[src/rtl/uart_fifo_bridge.sv]
// uart_fifo_bridge: byte FIFOs between the host side and uart_top's tx/rx strobe interface.
// A TX FIFO is drained one byte at a time into uart_top, paced by tx_busy.
// An RX FIFO captures received bytes, is read show-ahead, and sets a sticky overrun flag.
module uart_fifo_bridge #(
  parameter int unsigned DEPTH = 16
) (
  input  logic                   clock,
  input  logic                   reset_n,
  input  logic [7:0]             host_wr_data,
  input  logic                   host_wr_en,
  output logic                   tx_full,
  output logic                   tx_empty,
  output logic [$clog2(DEPTH):0] tx_count,
  input  logic                   host_rd_en,
  output logic [7:0]             host_rd_data,
  output logic                   rx_empty,
  output logic [$clog2(DEPTH):0] rx_count,
  output logic                   rx_overrun,
  input  logic                   overrun_clr,
  output logic [7:0]             uart_tx_data,
  output logic                   uart_new_tx,
  input  logic                   uart_tx_busy,
  input  logic [7:0]             uart_rx_data,
  input  logic                   uart_new_rx
);

  localparam int unsigned AW = $clog2(DEPTH);
  localparam int unsigned CW = AW + 1;

  typedef enum logic [1:0] {
    S_IDLE,
    S_LAUNCH,
    S_SETTLE,
    S_WAIT
  } state_t;

  // ---------------------------------------------------------------- TX FIFO
  logic [7:0]    tx_mem [DEPTH];
  logic [AW-1:0] tx_wr_ptr;
  logic [AW-1:0] tx_rd_ptr;
  logic [CW-1:0] tx_count_nxt_c;
  logic          tx_push_c;
  logic          tx_pop_c;

  // A push is accepted when there is room, or when the drain frees a slot in the same cycle.
  always_comb begin
    tx_push_c      = host_wr_en && (!tx_full || tx_pop_c);
    tx_count_nxt_c = tx_count + CW'(tx_push_c) - CW'(tx_pop_c);
  end

  // TX storage; when full with a same-cycle pop, the head is read before it is overwritten.
  always_ff @(posedge clock) begin
    if (tx_push_c) begin
      tx_mem[tx_wr_ptr] <= host_wr_data;
    end
  end

  // TX pointers, occupancy and status flags.
  always_ff @(posedge clock or negedge reset_n) begin
    if (!reset_n) begin
      tx_wr_ptr <= '0;
      tx_rd_ptr <= '0;
      tx_count  <= '0;
      tx_full   <= 1'b0;
      tx_empty  <= 1'b1;
    end else begin
      if (tx_push_c) begin
        tx_wr_ptr <= tx_wr_ptr + AW'(1);
      end
      if (tx_pop_c) begin
        tx_rd_ptr <= tx_rd_ptr + AW'(1);
      end
      tx_count <= tx_count_nxt_c;
      tx_full  <= (tx_count_nxt_c == CW'(DEPTH));
      tx_empty <= (tx_count_nxt_c == '0);
    end
  end

  // ---------------------------------------------------------------- drain FSM
  state_t state;
  state_t state_nxt;

  // Next-state logic; the only pop of the TX FIFO happens on the IDLE -> LAUNCH transition.
  always_comb begin
    state_nxt = state;
    tx_pop_c  = 1'b0;
    case (state)
      S_IDLE: begin
        if (!tx_empty && !uart_tx_busy) begin
          state_nxt = S_LAUNCH;
          tx_pop_c  = 1'b1;
        end
      end
      S_LAUNCH: state_nxt = S_SETTLE;
      // Guard cycle so uart_top's registered tx_busy has risen before WAIT samples it.
      S_SETTLE: state_nxt = S_WAIT;
      S_WAIT: begin
        if (!uart_tx_busy) begin
          state_nxt = S_IDLE;
        end
      end
      default: state_nxt = S_IDLE;
    endcase
  end

  // FSM state register plus the registered byte/strobe handed to uart_top.
  always_ff @(posedge clock or negedge reset_n) begin
    if (!reset_n) begin
      state        <= S_IDLE;
      uart_new_tx  <= 1'b0;
      uart_tx_data <= 8'h00;
    end else begin
      state       <= state_nxt;
      uart_new_tx <= tx_pop_c;
      if (tx_pop_c) begin
        uart_tx_data <= tx_mem[tx_rd_ptr];
      end
    end
  end

  // ---------------------------------------------------------------- RX FIFO
  logic [7:0]    rx_mem [DEPTH];
  logic [AW-1:0] rx_wr_ptr;
  logic [AW-1:0] rx_rd_ptr;
  logic [CW-1:0] rx_count_nxt_c;
  logic          rx_full;
  logic          rx_push_c;
  logic          rx_pop_c;
  logic          rx_drop_c;

  // RX handshake: a read frees a slot for a same-cycle strobe; otherwise a strobe into a full FIFO is lost.
  always_comb begin
    rx_pop_c       = host_rd_en && !rx_empty;
    rx_push_c      = uart_new_rx && (!rx_full || rx_pop_c);
    rx_drop_c      = uart_new_rx && rx_full && !rx_pop_c;
    rx_count_nxt_c = rx_count + CW'(rx_push_c) - CW'(rx_pop_c);
  end

  // RX storage.
  always_ff @(posedge clock) begin
    if (rx_push_c) begin
      rx_mem[rx_wr_ptr] <= uart_rx_data;
    end
  end

  // RX pointers, occupancy, status flags and the sticky overrun flag (a new drop beats a clear).
  always_ff @(posedge clock or negedge reset_n) begin
    if (!reset_n) begin
      rx_wr_ptr  <= '0;
      rx_rd_ptr  <= '0;
      rx_count   <= '0;
      rx_full    <= 1'b0;
      rx_empty   <= 1'b1;
      rx_overrun <= 1'b0;
    end else begin
      if (rx_push_c) begin
        rx_wr_ptr <= rx_wr_ptr + AW'(1);
      end
      if (rx_pop_c) begin
        rx_rd_ptr <= rx_rd_ptr + AW'(1);
      end
      rx_count <= rx_count_nxt_c;
      rx_full  <= (rx_count_nxt_c == CW'(DEPTH));
      rx_empty <= (rx_count_nxt_c == '0);
      if (rx_drop_c) begin
        rx_overrun <= 1'b1;
      end else if (overrun_clr) begin
        rx_overrun <= 1'b0;
      end
    end
  end

  // Show-ahead read port: the head byte is visible whenever the FIFO is not empty.
  assign host_rd_data = rx_mem[rx_rd_ptr];

endmodule

[config.mk]
export PLATFORM = sky130hd
export DESIGN_NAME = uart_fifo_bridge
export DESIGN_NICKNAME = d
export VERILOG_FILES = /design/src/rtl/uart_fifo_bridge.sv
export SDC_FILE = /design/constraint.sdc
export NUM_CORES = 1
export LEC_CHECK = 0
export ABC_CLOCK_PERIOD_IN_PS = 4140
export CAP_MARGIN = 15
export CORE_MARGIN = 2
export CORE_UTILIZATION = 30
export CTS_BUF_LIST = sky130_fd_sc_hd__clkbuf_4 sky130_fd_sc_hd__clkbuf_8
export DETAILED_ROUTE_END_ITERATION = 10
export SKIP_CTS_REPAIR_TIMING = 1
export SYNTH_ARGS = -nofsm -noshare
export SYNTH_HDL_FRONTEND = slang
export SYNTH_SLANG_ARGS = --single-unit
[constraint.sdc]
create_clock -name clock -period 4.14 [get_ports clock]
set_input_delay 0.621 -clock clock [delete_from_list [all_inputs] [get_ports clock]]
set_output_delay 0.621 -clock clock [all_outputs]
set_load 0.05 [all_outputs]
==> flow_metrics.py, run 1 <==
metrics = {
    "worst_setup_path": {
        "start_kind": "flip-flop",
        "worstReg2RegStart": "state[0]$_DFFE_PN0P_",
        "worst_path_max_delay_cell": "sky130_fd_sc_hd__clkdlybuf4s50_1",
        "worst-setup-path-type": "reg2out",
        "cp_data_required_time_ns": 3.52,
        "setup.worst_path.end_class": "output port",
        "worstSetupStartpoint": "rx_rd_ptr[0]$_DFFE_PN0P_",
        "slowest_delay_ns": 0.74,
        "worst-path-max-fanout": 35,
        "critical_path.cell_chain": "buf_12 -> mux4_2 -> mux4_2 -> clkdlybuf4s50_1",
        "timing.critical_path.arrival_ns": 3.05,
        "path_common_cell": "sky130_fd_sc_hd__mux4_2",
    },
    "drt": {
        "detail_route.vias_per_cell": 4.53,
        "firstDrtPassIters": 4,
        "route.final.wire_length_mm": 23.4,
        "met1_length_mm": 10.4,
        "route.antenna.remaining_nets": 0,
        "drt_drc_violations_left": 0,
        "wl_met3_mm": 1.07,
        "detail_route.iter0.violations": 327,
        "avgRoutedWirePerCell_um": 18.5,
        "met2_length_mm": 11.6,
        "topRoutingLayerUsed": "met5",
        "vias": 5721,
    },
    "die": {
        "floorplan.die_area_sq_mm": 0.0416,
        "core_region_area_sq_mm": 0.0395,
        "initial_core_util": 0.303,
        "die_h_um": 204,
        "num_rows": 73,
        "floorplan.die.width_um": 204,
        "ios": 54,
    },
    "clocking": {
        "clk_path_buf_depth": 3,
        "clock_latency_at_the_later_pin_of_the_worst_skew_pair_ns": 0.57,
        "clockRootBuffer": "sky130_fd_sc_hd__clkbuf_8",
        "htree_levels": 2,
        "clk_pin_slew_worst_paths_ns": 0.06,
        "tritoncts_sink_count": 298,
        "tritoncts": "done",
        "cts_buffers": 49,
    },
    "global_route": {
        "number_of_global_route_vias_before_repair": 6010,
        "global_route_wire_length_before_repair_mm": 36.0,
        "grt_start_max_net_pins": 43,
        "total_global_routing_track_utilization": 0.114,
        "grt.overflow.total": 0,
        "antenna_found_initial": 1,
    },
    "power_and_ir_drop": {
        "total_power_mw": 10.2,
        "power.leakage_nw": 4.78,
        "power.density_cell_area_mw_per_mm2": 719,
        "vdd.ir_drop.worst_uv": 293,
    },
    "cells_and_area": {
        "layoutNonFillerInstCount": 1263,
        "diodes": 0,
        "finish.net_count": 750,
        "area.growth.synth_to_final_pct": 18.6,
        "drive_above_1_share": 0.260,
        "fillCellCount": 3646,
    },
    "yosys": {
        "synthMostInstantiatedCell": "sky130_fd_sc_hd__edfxtp_1",
        "synthCells": 607,
        "synth_edf_count": 256,
        "ys.warnings.count": 0,
        "post_synth_top_area_share": 0.642,
        "ys_top_cells_by_area": "sky130_fd_sc_hd__edfxtp_1 64%, sky130_fd_sc_hd__mux4_2 12%, sky130_fd_sc_hd__dfrtp_1 8.4%",
        "share_of_synthesized_area_occupied_by_flip_flops_and_latches": 0.729,
        "synthArstFlopShare": 0.141,
        "post_synth.cell_area_avg_sq_um": 19.7,
        "synth.net_count": 656,
        "post-synth-top-area-cell": "sky130_fd_sc_hd__edfxtp_1",
        "postSynth.topFlopCell": "sky130_fd_sc_hd__edfxtp_1",
        "ys_seq_elements": 298,
        "post_synth_num_cell_types": 42,
        "synthesized_area_sq_mm": 0.0120,
        "netlist_top_cells_count": "256 x sky130_fd_sc_hd__edfxtp_1, 64 x sky130_fd_sc_hd__mux4_2, 40 x sky130_fd_sc_hd__dfrtp_1",
    },
    "flow_run": {
        "max-cap-violations": 0,
    },
    "timing": {
        "maxSlewHeadroom": 0.344,
        "fin_crit_sh": 0.888,
        "timing_hold_violations_final": 0,
        "worst-slew-pin-transition_ns": 0.985,
        "final.min_clock_period_ns": 3.67,
        "setup_repair_after_global_routing_missed_its_margin": "no",
        "achievable-frequency_mhz": 272,
        "final_max_slew_viol_count": 0,
        "fin_setup_tns_ns": 0,
        "finalClockSkew_ns": 0.0147,
        "setup_violating_endpoint_count_in_the_final_report": 0,
    },
    "place": {
        "place_inst": 1174,
        "detailedPlacementHpwl_mm": 15.0,
        "routabilityCongestion": 0.703,
        "placement.io_buffers": 53,
    },
    "run_status": {
        "status": "complete, no violations",
    },
    "worst_hold_path": {
        "min-delay-path-class": "in2async",
    },
}
-- state kept, by name, indices dropped and copies added, names as in the netlist, 2 cells and up --
register / cells
tx_mem: 128
uart_tx_data: 8
tx_count: 5
rx_wr_ptr: 4
rx_mem: 128
tx_rd_ptr: 4
rx_count: 5
rx_rd_ptr: 4
state: 2
tx_wr_ptr: 4
-- cell type report --
type,instances,area (sq um),share of cell area
sequential,298,8740,0.615
multi-input combinational,251,3020,0.212
clock buffer,72,872,0.0614
timing repair buffer,72,693,0.0488
tap,525,657,0.0462
clock inverter,16,124,0.00871
inverter,29,109,0.00766
-- cell families (layout without fill, tap and decap cells) --
| family | Yosys count | after routing | share of synthesized area |
|---|---|---|---|
| flip-flops | 298 | 298 | 0.729 |
| multiplexers | 84 | 84 | 0.145 |
| AND/OR/NAND/NOR | 84 | 84 | 0.0394 |
| buffers and inverters | 58 | 189 | 0.0230 |
| AO/OA/AOI/OAI | 37 | 37 | 0.0205 |
| adder cells (fa/ha/maj) | 26 | 26 | 0.0284 |
| XOR/XNOR | 20 | 20 | 0.0146 |
-- where the power goes --
part / total [mW] / switching [mW] / internal [mW]
combinational: 3.45 / 1.89 / 1.56
sequential: 4.19 / 0.449 / 3.74
clock: 2.58 / 1.11 / 1.47
total: 10.2 / 3.44 / 6.77
-- worst max-delay path: cells and delay by family (launching register included) --
kind                   cells  cell delay, ns
buffers and inverters      2            1.02
flip-flops                 1            0.37
multiplexers               2            1.08
-- cells in the final DEF (no fill, tap or decap), types with 7 or more instances in the layout --
cell | Yosys | routed
sky130_fd_sc_hd__nand2_1 | 12 | 12
sky130_fd_sc_hd__edfxtp_1 | 256 | 256
sky130_fd_sc_hd__dfrtp_1 | 40 | 38
sky130_fd_sc_hd__clkbuf_8 | 0 | 53
sky130_fd_sc_hd__mux2_2 | 9 | 9
sky130_fd_sc_hd__o21ai_0 | 9 | 9
sky130_fd_sc_hd__inv_1 | 27 | 27
sky130_fd_sc_hd__xnor2_1 | 18 | 18
sky130_fd_sc_hd__buf_4 | 0 | 17
sky130_fd_sc_hd__and2_1 | 17 | 17
sky130_fd_sc_hd__clkbuf_4 | 0 | 19
sky130_fd_sc_hd__ha_1 | 24 | 24
sky130_fd_sc_hd__nor4_2 | 0 | 8
sky130_fd_sc_hd__clkinv_1 | 0 | 8
sky130_fd_sc_hd__nor2_1 | 14 | 14
sky130_fd_sc_hd__mux4_2 | 64 | 64
sky130_fd_sc_hd__o21ai_1 | 7 | 7
sky130_fd_sc_hd__clkdlybuf4s50_1 | 0 | 52
-- per-stage QoR --
stage	hold WS, ns	setup slack, ns	utilization	cell area, sq um
floorplan	0.325	1.01	-	12000
global placement	0.516	0.464	0.334	13200
detailed placement	0.529	0.418	0.334	13200
CTS	0.248	0.400	0.359	14200
global route	0.0157	0.358	0.359	14200
finish	0.0285	0.466	0.359	14200
-- metal layers --
layer / global-route usage / vias up
met5: 0 / -
li1: - / 2600
met3: 0.0258 / 32
met1: 0.148 / 2959
met2: 0.190 / 128
met4: 0.0360 / 2
-- path summary, 6_finish.rpt --
| check | end | slack [ns] | cells past startpoint |
|---|---|---|---|
| setup / recovery | host_rd_data[1] | 0.47 | 4 |
| hold / removal | uart_tx_data[2]$_DFFE_PN0P_ | 0.03 | 1 |
| max in group asynchronous | tx_empty$_DFF_PN1_ | 3.50 | 2 |
| setup reg to reg | tx_full$_DFF_PN0_ | 0.76 | 13 |
| hold reg to reg | rx_overrun$_DFFE_PN0P_ | 0.53 | 2 |
| min in group clock | rx_overrun$_DFFE_PN0P_ | 0.53 | 2 |
No activity file was read; power rests on OpenSTA's default activity.
==> run 2, diff against run 1 <==
Settings changed: TNS_END_PERCENT set to 10.
==> results of run 2 <==
The final DEF is identical to that of run 1; final timing and power are the same.
